### src/rtl/axi_tdd_ng_pkg.sv
// Shared constants for the TDD engine sync logic.
package axi_tdd_ng_pkg;

  localparam int SYNC_CDC_STAGES   = 2;
  localparam int SYNC_STATUS_WIDTH = 32;

endpackage

### src/rtl/axi_tdd_ng_sync_edge.sv
// Optional two-flop synchronizer followed by a rising-edge detector.
module axi_tdd_ng_sync_edge
  import axi_tdd_ng_pkg::*;
#(
  parameter int CDC = 0
) (
  input  logic clk,
  input  logic resetn,
  input  logic din,
  output logic rise
);

  logic level;
  logic hist;

  generate
    if (CDC != 0) begin : g_cdc
      logic [SYNC_CDC_STAGES-1:0] meta;

      always_ff @(posedge clk or negedge resetn) begin
        if (!resetn) begin
          meta <= '0;
        end else begin
          meta <= {meta[SYNC_CDC_STAGES-2:0], din};
        end
      end

      assign level = meta[SYNC_CDC_STAGES-1];
    end else begin : g_direct
      assign level = din;
    end
  endgenerate

  // History runs unconditionally so a level that is already high never
  // looks like an edge when its consumer is enabled later.
  always_ff @(posedge clk or negedge resetn) begin
    if (!resetn) begin
      hist <= 1'b0;
    end else begin
      hist <= level;
    end
  end

  assign rise = level & ~hist;

endmodule

### src/rtl/axi_tdd_ng_sync_gen.sv
// Merges external, software and periodic sync sources into the tdd_sync strobe.
module axi_tdd_ng_sync_gen
  import axi_tdd_ng_pkg::*;
#(
  parameter int SYNC_COUNT_WIDTH  = 64,
  parameter int SYNC_EXTERNAL_CDC = 1
) (
  input  logic                         clk,
  input  logic                         resetn,
  input  logic                         tdd_enable,
  input  logic                         tdd_sync_int,
  input  logic                         tdd_sync_ext,
  input  logic                         tdd_sync_soft,
  input  logic [SYNC_COUNT_WIDTH-1:0]  tdd_sync_period,
  input  logic                         sync_in,
  output logic                         tdd_sync,
  output logic [SYNC_STATUS_WIDTH-1:0] tdd_sync_cnt
);

  localparam logic [SYNC_COUNT_WIDTH-1:0]  PERIOD_ONE = 1;
  localparam logic [SYNC_STATUS_WIDTH-1:0] STATUS_ONE = 1;

  logic                         ext_rise;
  logic                         ext_req;
  logic                         soft_req;
  logic                         int_req;
  logic                         counting;
  logic [SYNC_COUNT_WIDTH-1:0]  period_cnt;
  logic [SYNC_STATUS_WIDTH-1:0] sync_cnt;

  axi_tdd_ng_sync_edge #(
    .CDC(SYNC_EXTERNAL_CDC)
  ) u_ext_edge (
    .clk   (clk),
    .resetn(resetn),
    .din   (sync_in),
    .rise  (ext_rise)
  );

  axi_tdd_ng_sync_edge #(
    .CDC(0)
  ) u_soft_edge (
    .clk   (clk),
    .resetn(resetn),
    .din   (tdd_sync_soft),
    .rise  (soft_req)
  );

  assign ext_req  = ext_rise & tdd_sync_ext;
  assign counting = tdd_enable & tdd_sync_int & (tdd_sync_period != '0);
  // >= lets a shrunk period fire immediately instead of waiting for a wrap.
  assign int_req  = counting & (period_cnt >= (tdd_sync_period - PERIOD_ONE));

  // External and soft events realign the periodic grid to themselves.
  always_ff @(posedge clk or negedge resetn) begin
    if (!resetn) begin
      period_cnt <= '0;
    end else if (!counting || int_req || ext_req || soft_req) begin
      period_cnt <= '0;
    end else begin
      period_cnt <= period_cnt + PERIOD_ONE;
    end
  end

  always_ff @(posedge clk or negedge resetn) begin
    if (!resetn) begin
      tdd_sync <= 1'b0;
    end else begin
      tdd_sync <= tdd_enable & (ext_req | soft_req | int_req);
    end
  end

  always_ff @(posedge clk or negedge resetn) begin
    if (!resetn) begin
      sync_cnt <= '0;
    end else if (tdd_sync) begin
      sync_cnt <= sync_cnt + STATUS_ONE;
    end
  end

  assign tdd_sync_cnt = sync_cnt;

endmodule

### config.mk
export PLATFORM = sky130hd
export DESIGN_NAME = axi_tdd_ng_sync_gen
export DESIGN_NICKNAME = d
export VERILOG_FILES = /design/src/rtl/axi_tdd_ng_pkg.sv /design/src/rtl/axi_tdd_ng_sync_edge.sv /design/src/rtl/axi_tdd_ng_sync_gen.sv
export SDC_FILE = /design/constraint.sdc
export NUM_CORES = 1
export LEC_CHECK = 0
export ABC_AREA = 1
export CORE_AREA = 3 3 209 129
export DETAILED_ROUTE_END_ITERATION = 16
export DIE_AREA = 0 0 212 132
export HOLD_SLACK_MARGIN = 0.05
export PLACE_DENSITY_LB_ADDON = 0.1
export SLEW_MARGIN = 5
export SYNTH_ARGS = -nofsm -noshare
export SYNTH_HDL_FRONTEND = slang
export SYNTH_SLANG_ARGS = --single-unit
### constraint.sdc
create_clock -name clk -period 5.1 [get_ports clk]
set_input_delay 1.53 -clock clk [delete_from_list [all_inputs] [get_ports clk]]
set_output_delay 1.53 -clock clk [all_outputs]
set_load 0.01 [all_outputs]
# Yosys cells after proc, flatten, opt, wreduce, memory -nomap -nowiden
# Index checks and enable logic that the tools add are counted.
# op_classes
addsub,3
n_lt_le_gt_ge,1
muxes,1
n_bitwise,11
reduce_logical,5
# ops
cell,count
$add A64 B1 Y64 const B,1
$ge A64 B64 Y1,1
$mux W64,1
$reduce_bool A64 Y1,1
$sub A64 B1 Y64 const B,1
$add A32 B1 Y32 const B,1
$and A1 B1 Y1,7
$logic_or A1 B1 Y1,3
$not A1 Y1,2
$or A1 B1 Y1,2
$logic_not A1 Y1,1
# word_totals
ff_bits,101
out_inout_bits,33
word_cells,27

# Depth between registers and ports, before layout
# Gate-level depths: netlist (run 1).
# depth
depth_word,7
mapped_depth,22

# Modules after synthesis
# A second synthesis (run 1) with hierarchy kept.
# unflattened
hier_cells,1296
hier_area_um2,8966.1
# modules_own_cells
mod,instances,cells_per_inst,area_per_inst_um2
axi_tdd_ng_sync_gen,1,1288,8846.0
axi_tdd_ng_sync_edge (u_ext_edge),1,5,85.1
axi_tdd_ng_sync_edge (u_soft_edge),1,3,35.0

# Worst setup path before layout (run 1)
# OpenSTA, ideal clock, no wires.
# synth_path
path_kind,in2reg
from,input port tdd_sync_period[0]
to,register period_cnt[62]
setup_time_ns,0.071
arrival_ns,4.131
required_time_ns,5.029
setup_slack_ns,0.898
cell_stages,22
path_buffers,1
path_cell_list,inv_1 > ha_1 > nand2_2 > nor2_1 > inv_1 > nor2_1 > nand2_1 > nor2_1 > xor2_1 > inv_1 > ha_1 > nand2_1 > o21bai_1 > nand2_1 > nor2_1 > nand2_1 > inv_1 > nand2_1 > a21oi_1 > nand3_4 > buf_6 > nor2_1
# synth_via
elab_chain_cells,7
elab_cells_between_ends,10
# synth_rtl
element,line_no,rtl
from (decl),axi_tdd_ng_sync_gen.sv:14,"input logic [SYNC_COUNT_WIDTH-1:0] tdd_sync_period,"
$sub A64 B1 Y64 or $reduce_bool A64 Y1 (tied branches),"axi_tdd_ng_sync_gen.sv:52, axi_tdd_ng_sync_gen.sv:50",
$ge A64 B64 Y1 or $and A1 B1 Y1 (tied branches),"axi_tdd_ng_sync_gen.sv:52, axi_tdd_ng_sync_gen.sv:50",
$and A1 B1 Y1 or $logic_not A1 Y1 (tied branches),"axi_tdd_ng_sync_gen.sv:52, axi_tdd_ng_sync_gen.sv:58",
$logic_or A1 B1 Y1 (*) (3 in a row),axi_tdd_ng_sync_gen.sv:58,end else if (!counting || int_req || ext_req || soft_req) begin
$mux W64 (*),axi_tdd_ng_sync_gen.sv:58,
to (signal assigned),axi_tdd_ng_sync_gen.sv:61,period_cnt <= period_cnt + PERIOD_ONE;
to (decl),axi_tdd_ng_sync_gen.sv:28,logic [SYNC_COUNT_WIDTH-1:0] period_cnt;
# Mark *: on every way between the ends. The rest lies on a longest branch, timed or not.
# A chain may end at the register's enable or synchronous reset.

# Worst setup path in the final report (run 1)
# layout_path
from,input port tdd_sync_period[24]
to,register period_cnt[20]
# The elaborated chain is that of the path after synthesis.

==> impl_metrics.env, run 1 <==
export IMPL_status="complete, no violations"
export IMPL_antenna_found_initial=0
export IMPL_clkTransAtPathRegs_ps=80
export IMPL_critPathLaunchType="primary input"
export IMPL_critPathCaptureType="register"
export IMPL_finalWirelength_um=29300
export IMPL_via_count=8326
export IMPL_max_slew_worst_pin_slew_ps=697
export IMPL_syn_num_nets=1389
export IMPL_globalplace_congestion=0.901
export IMPL_rsz0062_at_grt="false"
export IMPL_min_path_cells=0
export IMPL_seqPwrFrac_pct=43.5
export IMPL_hold_violations=0
export IMPL_cap_violations=0
export IMPL_drv_slew=0
export IMPL_layout_drive_gt1_share_pct=6.49
export IMPL_remaining_drc_errors=0
export IMPL_drt_iter0_drc=682
export IMPL_die_h_um=132
export IMPL_ff2ff_path_depth=9
export IMPL_synthDominantCellAreaShare_pct=28.8
export IMPL_first_pass_iters=5
export IMPL_arrival_ps=5010
export IMPL_finalClockSkew_ps=14.2
export IMPL_core_region_area_um2=25200
export IMPL_die_width_um=212
export IMPL_synth_edff_count=0
export IMPL_yosysUniqueCellTypes=34
export IMPL_slew_limit_headroom_pct=53.4
export IMPL_synth_commonest_cells="nand2_1 (298), nor2_1 (268), inv_1 (125)"
export IMPL_yosysMostFrequentCell="nand2_1"
export IMPL_synth_area_leaders="dfrtp_1 (29%), nand2_1 (13%), nor2_1 (11%)"
export IMPL_hold_ws_ps=357
export IMPL_synthFlopType="dfrtp_1"
export IMPL_place_port_buffers=103
export IMPL_finish_utilization_pct=42.5
export IMPL_syn_mean_instance_area_um2=7.02
export IMPL_numCtsBuffers=9
export IMPL_postPlaceCellArea_um2=10400
export IMPL_cts_max_level=3
export IMPL_setup_viol=0
export IMPL_period_needed_ps=4710
export IMPL_ctsHoldBuffers=0
export IMPL_fmax_mhz=212
export IMPL_ant_nets=0
export IMPL_netlist_area_um2=8780
export IMPL_rr_startpoint="period_cnt[1]"
export IMPL_hp_start="u_ext_edge.g_cdc.meta[0]"
export IMPL_grt_overflow=0
export IMPL_power_density_nw_per_um2=181
export IMPL_switchingPower_uw=534
export IMPL_async_flop_share_pct=100
export IMPL_insertedDiodeCount=0
export IMPL_cts_root_buf="clkbuf_16"
export IMPL_synth_warnings=0
export IMPL_seq_area_frac_synth_pct=28.8
export IMPL_clkPwrFrac_pct=41.3
export IMPL_post_cts_setup_buffers=0
export IMPL_initial_utilization_pct=34.9
export IMPL_cp_required_ps=5410
export IMPL_rows=45
export IMPL_wire_per_inst_um=17.1
export IMPL_fillers=2635
export IMPL_cts_sinks=101
export IMPL_switching_share_pct=27.6
export IMPL_fin_crit_sh_pct=92.3
export IMPL_worst_setup_path_type="primary input to register"
export IMPL_reg2reg_slack_ps=2700
export IMPL_grt_pass1_wl_um=45900
export IMPL_vias_per_cell=4.85
export IMPL_max_vdd_ir_drop_uv=165
export IMPL_cts_tree="built"
export IMPL_crit_path_max_fanout=22
export IMPL_grt_max_degree=45
export IMPL_syn_to_final_growth_pct=21.9
export IMPL_cts_buffer_depth=2
export IMPL_hpwl_um=25400
export IMPL_finalSetupTns_ps=0
export IMPL_worst_r2r_endpoint="period_cnt[62]"
export IMPL_final_area_um2=10700
export IMPL_ys_ff_latch=101
export IMPL_clk_latency_ps=370
export IMPL_postSynthCellCount=1251
export IMPL_yosys_area_top_type="dfrtp_1"
export IMPL_hold_class="register to register"
export IMPL_fin_nets=1520
export IMPL_grt_usage_pct=21.5
export IMPL_cts_resized_gates=0
export IMPL_first_global_vias=7784
export IMPL_dieArea_um2=28000
export IMPL_power_mw=1.93
export IMPL_leakage_nw=4.57
export IMPL_intPower_mw=1.40
export IMPL_io_pins=104
export IMPL_pwr_share_comb_pct=15.2
export IMPL_whs_endpoint="u_ext_edge.g_cdc.meta[1]"
## logic make-up (layout without fill, tap and decap cells)
group / after synthesis / in the layout / synth area share, %
simple gates: 758 / 758 / 37.9
xor+xnor: 150 / 150 / 15.0
buf+inv: 134 / 270 / 6.24
flops: 101 / 101 / 28.8
fa+ha+maj: 67 / 67 / 9.55
compound gates: 41 / 41 / 2.51
## metrics by stage
stage | instances | worst slack, ps
floorplan | 1251 | 898
global placement | 1700 | 18.0
detailed placement | 1700 | 61.7
CTS | 1716 | 450
global route | 1716 | 70.9
finish | 1716 | 393
## power groups by stage
stage          registers (mW)  clock network (mW)  logic (mW)
2_1_floorplan           0.860                   0       0.119
3_3_place_gp            0.857                   0       0.295
3_5_place_dp            0.856                   0       0.295
4_1_cts                 0.841               0.822       0.296
5_1_grt                 0.845               0.858       0.329
6_report                0.840               0.797       0.295
## cells in the final DEF (no fill, tap or decap), drive strengths merged, types with 2 or more instances in the layout
cell type      instances
clkdlybuf4s50        102
nand3b                 3
nand4                 45
a21o                   2
bufinv                 2
buf                   24
ha                    67
o21ai                  7
xnor2                 49
nor2                 297
clkinv                 3
nor4                  10
clkbuf                 9
dfrtp                101
o21bai                 2
nor3b                  2
and2                   2
nand3                 44
nand2                305
a21oi                 28
nor3                  48
xor2                 101
inv                  130
## layer usage
layer,vias to the layer above,share of wire [%],GRT usage [%]
met1,3756,59,39.1
met2,296,32,24.1
li1,4257,-,-
met4,0,0.58,2.94
met5,-,0,0
met3,17,8.0,4.49
## worst max path at each step
stage | from | to | slack (ps) | depth (start not counted)
after floorplan | tdd_sync_period[0] | period_cnt[62] | 900 | 22
after global placement | tdd_sync_period[25] | period_cnt[44] | 20 | 22
final | tdd_sync_period[24] | period_cnt[20] | 390 | 22
after detailed placement | tdd_sync_period[24] | period_cnt[20] | 60 | 22
after global routing | tdd_sync_period[22] | period_cnt[21] | 70 | 22
after CTS | tdd_sync_period[24] | period_cnt[20] | 450 | 22
## flip-flops by register name (all words and copies together), names as in the netlist
signal,count
period_cnt,64
tdd_sync_cnt,32
u_ext_edge.g_cdc.meta,2
tdd_sync,1
u_ext_edge.hist,1
u_soft_edge.hist,1
## final cells by class
cell class / instances / area, um2 / share of cell area [%]
clock buffer: 9 / 225 / 2.10
clock inverter: 7 / 116 / 1.09
inverter: 128 / 480 / 4.49
multi-input combinational: 1016 / 5700 / 53.3
sequential: 101 / 2530 / 23.6
tap: 329 / 412 / 3.85
timing repair buffer: 126 / 1240 / 11.6
## critical path: stages
cell,delay (ps)
clkdlybuf4s50_1,500
nor2_1,220
nand2_1,80
nor2_1,180
nand2_1,130
nor3b_1,280
nand2_1,180
nor2_1,140
xor2_1,150
inv_1,60
ha_1,270
nand2_1,70
o21bai_1,100
nand2_1,60
nor2_1,90
nand2_1,60
inv_1,50
nand2_1,40
a21oi_1,260
nand3_4,220
buf_12,220
nor2_1,100
Power figures use the tool's default switching activity.
==> inputs of run 2 (changes only) <==
clock period = 4.6 ns   (was 5.1 ns; I/O delays follow)
==> impl_metrics.env, run 2 (synthesis gave the netlist of run 1 again) <==
export IMPL_status="complete, no violations"
export IMPL_setup_viol=0
export IMPL_fin_nets=1632
export IMPL_drt_iter0_drc=752
export IMPL_hpwl_um=25800
export IMPL_cts_tree="built"
export IMPL_cp_common_cell="nor2_1"
export IMPL_cp_required_ps=4850
export IMPL_seqCellArea_um2=2530
export IMPL_finish_utilization_pct=46.1
export IMPL_slowest_stage="clkdlybuf4s50_1"
export IMPL_die_width_um=212
export IMPL_worst_setup_path_type="primary input to register"
export IMPL_cts_root_buf="clkbuf_16"
export IMPL_worst_r2r_endpoint="period_cnt[62]"
export IMPL_fin_cells=1828
export IMPL_drv_slew=0
export IMPL_fillers=2584
export IMPL_layout_drive_gt1_share_pct=14.5
export IMPL_vias_per_cell=4.78
export IMPL_whs_endpoint="u_ext_edge.g_cdc.meta[1]"
export IMPL_globalplace_congestion=0.878
export IMPL_final_cell_mix="nand2_1 (297), nor2_1 (263), buf_4 (133)"
export IMPL_grt_usage_pct=21.9
export IMPL_final_common_cell="nand2_1"
export IMPL_ant_nets=0
export IMPL_cap_violations=0
export IMPL_finalSetupTns_ps=0
export IMPL_dieArea_um2=28000
export IMPL_die_h_um=132
export IMPL_finalWirelength_um=30000
export IMPL_arrival_ps=4660
export IMPL_grt_max_degree=38
export IMPL_power_density_nw_per_um2=187
export IMPL_clkTransAtPathRegs_ps=70
export IMPL_via_count=8741
export IMPL_rr_startpoint="period_cnt[1]"
export IMPL_cts_buffer_depth=2
export IMPL_ff2ff_path_depth=9
export IMPL_hold_class="register to register"
export IMPL_slew_limit_headroom_pct=59.2
export IMPL_hold_violations=0
export IMPL_cts_max_level=3
export IMPL_remaining_drc_errors=0
export IMPL_io_pins=104
export IMPL_grt_pass1_wl_um=46700
export IMPL_insertedDiodeCount=0
export IMPL_top_register="period_cnt"
export IMPL_path_cells="clkdlybuf4s50_1 -> buf_4 -> nor2_1 -> buf_4 -> inv_1 -> nor3_1 -> nand2_1 -> nor2_2 -> nand4_1 -> xnor2_2 -> inv_1 -> ha_1 -> nand2_1 -> nor2_1 -> nand4_1 -> nor2_1 -> and3b_1 -> nand2_1 -> nand3_4 -> clkbuf_16 -> nor2_1"
export IMPL_leakage_nw=5.13
export IMPL_numCtsBuffers=9
export IMPL_place_port_buffers=103
export IMPL_clk_latency_ps=370
export IMPL_finalClockSkew_ps=15.6
export IMPL_initial_utilization_pct=34.9
export IMPL_first_pass_iters=5
export IMPL_critPathCaptureType="register"
export IMPL_rows=45
export IMPL_grt_overflow=0
export IMPL_core_region_area_um2=25200
export IMPL_power_mw=2.17
export IMPL_reg2reg_slack_ps=2320
export IMPL_first_global_vias=8200
export IMPL_period_needed_ps=4400
export IMPL_critPathLaunchType="primary input"
export IMPL_antenna_found_initial=0
export IMPL_crit_path_max_fanout=16
export IMPL_largest_register_ffs=64
export IMPL_max_slew_worst_pin_slew_ps=610
export IMPL_min_path_cells=0
export IMPL_wire_per_inst_um=16.4
export IMPL_cts_sinks=101
export IMPL_syn_to_final_growth_pct=32.2
export IMPL_hold_ws_ps=356
export IMPL_dp_cells=1810
export IMPL_fmax_mhz=227
export IMPL_max_vdd_ir_drop_uv=137
export IMPL_hp_start="u_ext_edge.g_cdc.meta[0]"
export IMPL_multi_input_area_um2=5780
export IMPL_fin_crit_sh_pct=95.7
export IMPL_slowest_delay_ps=440
==> run 2: power breakdown <==
group | switching (mW) | internal [mW] | total [mW]
clock | 0.369 | 0.484 | 0.853
combinational | 0.192 | 0.192 | 0.384
sequential | 0.0245 | 0.908 | 0.932
total | 0.586 | 1.58 | 2.17
==> run 2: area by class of cell <==
| class | instances | share of cell area (%) |
|---|---|---|
| flip-flops and latches | 101 | 21.8 |
| multi-input cells | 1016 | 49.8 |
| well taps | 329 | 3.55 |
| inverters | 128 | 4.14 |
| clock inverters | 6 | 0.809 |
| repair buffers | 238 | 18.0 |
| clock buffers | 10 | 1.97 |
==> run 2: how the worst max path moves through the flow <==
stage,start,end,slack [ps]
3_3_place_gp,tdd_sync_period[0],period_cnt[44],-100
4_1_cts,tdd_sync_period[9],period_cnt[12],230
6_report,tdd_sync_period[9],period_cnt[47],200
5_1_grt,tdd_sync_period[3],period_cnt[6],-30
2_1_floorplan,tdd_sync_period[0],period_cnt[62],550
3_5_place_dp,tdd_sync_period[9],period_cnt[12],-170
==> run 2: stage by stage <==
stage	setup slack (ps)	area (um2)
2_1_floorplan	548	8780
3_3_place_gp	-102	11200
3_5_place_dp	-173	11200
4_1_cts	231	11500
5_1_grt	-32.2	11600
6_report	197	11600
==> run 2: worst max-delay path, delay by kind of cell <==
kind | cells | cell delay (ps)
buf+inv | 6 | 1100
fa+ha+maj | 1 | 280
xor+xnor | 1 | 210
simple gates | 13 | 1660
==> run 2: what timing repair did <==
| action | 4_1_cts | 5_1_grt |
|---|---|---|
| endpoints found under the setup margin | 0 | 64 |
| gates resized for setup | 0 | 16 |
| setup buffers | 0 | 1 |
| hold buffers | 0 | 0 |
==> run 2: layer usage <==
metal	share of wire, %	track usage, %	wire length (um)	up-vias
li1	-	-	-	4476
met1	60	39.2	17900	4000
met2	33	25.8	10000	251
met3	6.5	3.66	1950	14
met4	0.55	3.12	164	0
met5	0	0	0	-
==> inputs of run 3 (changes only) <==
clock period = 4.3 ns   (was 4.6 ns; I/O delays follow)
==> impl_metrics.env, run 3 (synthesis gave the netlist of run 1 again) <==
export IMPL_status="complete, no violations"
export IMPL_wire_per_inst_um=16.9
export IMPL_syn_to_final_growth_pct=43.7
export IMPL_drv_slew=0
export IMPL_crit_path_max_fanout=17
export IMPL_die_h_um=132
export IMPL_worst_r2r_endpoint="period_cnt[62]"
export IMPL_clk_latency_ps=380
export IMPL_hpwl_um=26500
export IMPL_fin_cells=1892
export IMPL_insertedDiodeCount=0
export IMPL_grt_usage_pct=22.2
export IMPL_fin_crit_sh_pct=96.1
export IMPL_cp_required_ps=4610
export IMPL_globalplace_congestion=0.898
export IMPL_grt_max_degree=56
export IMPL_die_width_um=212
export IMPL_finalSetupTns_ps=0
export IMPL_fillers=2515
export IMPL_cp_endpoint="period_cnt[14]"
export IMPL_core_region_area_um2=25200
export IMPL_critPathCaptureType="register"
export IMPL_drt_iter0_drc=754
export IMPL_cts_buffer_depth=2
export IMPL_period_needed_ps=4130
export IMPL_max_slew_worst_pin_slew_ps=749
export IMPL_final_cell_mix="nand2_1 (285), nor2_1 (210), buf_4 (189)"
export IMPL_finalWirelength_um=31900
export IMPL_reg2reg_slack_ps=2030
export IMPL_antenna_found_initial=0
export IMPL_slew_limit_headroom_pct=50.0
export IMPL_numCtsBuffers=9
export IMPL_max_vdd_ir_drop_uv=171
export IMPL_critPathLaunchType="primary input"
export IMPL_power_density_nw_per_um2=185
export IMPL_hold_violations=0
export IMPL_cts_max_level=3
export IMPL_top_register="period_cnt"
export IMPL_ant_nets=0
export IMPL_grt_overflow=0
export IMPL_vias_per_cell=4.78
export IMPL_final_common_cell="nand2_1"
export IMPL_initial_utilization_pct=34.9
export IMPL_largest_register_ffs=64
export IMPL_cts_root_buf="clkbuf_16"
export IMPL_fmax_mhz=242
export IMPL_fin_nets=1696
export IMPL_layout_drive_gt1_share_pct=23.2
export IMPL_place_port_buffers=103
export IMPL_rsz0062_at_grt="true"
export IMPL_worst_setup_path_type="primary input to register"
export IMPL_cts_sinks=101
export IMPL_dp_cells=1860
export IMPL_leakage_nw=5.99
export IMPL_first_pass_iters=5
export IMPL_ff2ff_path_depth=9
export IMPL_first_global_vias=8326
export IMPL_cts_tree="built"
export IMPL_arrival_ps=4440
export IMPL_grt_pass1_wl_um=47300
export IMPL_hold_class="register to register"
export IMPL_finalClockSkew_ps=13.7
export IMPL_rows=45
export IMPL_setup_viol=0
export IMPL_crit_start="tdd_sync_period[43]"
export IMPL_dieArea_um2=28000
export IMPL_cap_violations=0
export IMPL_clkTransAtPathRegs_ps=70
export IMPL_rr_startpoint="period_cnt[1]"
export IMPL_hold_ws_ps=351
export IMPL_finish_utilization_pct=50.1
export IMPL_io_pins=104
export IMPL_remaining_drc_errors=0
export IMPL_via_count=9038
[run 3: cell types whose count changed in the layout (fill, tap and decap cells not counted), moves of 7 or more]
cell	before	now
dlymetal6s2s_1	0	45
nor2_4	6	13
nand2_2	8	17
nor2_2	27	73
buf_4	133	189
clkdlybuf4s50_1	102	56
nand2_1	297	285
nor2_1	263	210
[run 3: layer usage]
metal	GRT usage [%]	share of wire [%]
met1	39.2	58
met2	26.5	34
met3	3.66	6.3
met4	4.01	0.96
met5	0	0
[run 3: power by group]
| part | internal [mW] | switching [mW] |
|---|---|---|
| logic | 0.236 | 0.232 |
| registers | 0.971 | 0.0255 |
| clock network | 0.473 | 0.392 |
[run 3: cell type report]
cell class,instances,area [um2],area share [%]
clock inverters,4,55.1,0.436
inverters,128,480,3.81
multi-input cells,1016,6140,48.6
flip-flops and latches,101,2530,20.0
well taps,329,412,3.26
clock buffers,12,246,1.95
repair buffers,302,2760,21.9
[run 3: what timing repair did]
action                     CTS  global route
hold buffers                 0             0
resized for setup            3           161
buffers inserted             2             8
gates cloned                 0             6
setup endpoints to repair   65            65
pin swaps                    2            38
[run 3: stage by stage]
stage	power (mW)	setup WS (ps)	cell area, um2
final	2.33	169	12600
after floorplan	1.16	338	8780
after detailed placement	1.44	-516	11500
after global placement	1.44	-459	11500
after CTS	2.31	16.5	11900
after global routing	2.43	-45.1	12600
[run 3: worst min-delay path by stage]
stage	endpoint	slack [ps]	cells after the start	startpoint
3_3_place_gp	u_ext_edge.g_cdc.meta[1]	340	0	u_ext_edge.g_cdc.meta[0]
5_1_grt	u_ext_edge.g_cdc.meta[1]	370	0	u_ext_edge.g_cdc.meta[0]
4_1_cts	u_ext_edge.g_cdc.meta[1]	350	0	u_ext_edge.g_cdc.meta[0]
6_report	u_ext_edge.g_cdc.meta[1]	350	0	u_ext_edge.g_cdc.meta[0]
2_1_floorplan	u_ext_edge.g_cdc.meta[1]	330	0	u_ext_edge.g_cdc.meta[0]
3_5_place_dp	u_ext_edge.g_cdc.meta[1]	340	0	u_ext_edge.g_cdc.meta[0]
[run 3: critical path: stages]
cell and delay (ps):
clkdlybuf4s50_1 420, buf_4 160, nor2_1 130, buf_4 120, nand4_1 140, nor2_4 190
buf_4 130, nand2_1 70, xor2_2 170, ha_1 290, a21oi_1 180, o21ai_1 80
nand2_1 60, nand2_1 40, inv_1 40, nand2_1 60, a21oi_2 90, buf_4 130
nand3_4 240, clkbuf_16 280, nor2_1 90
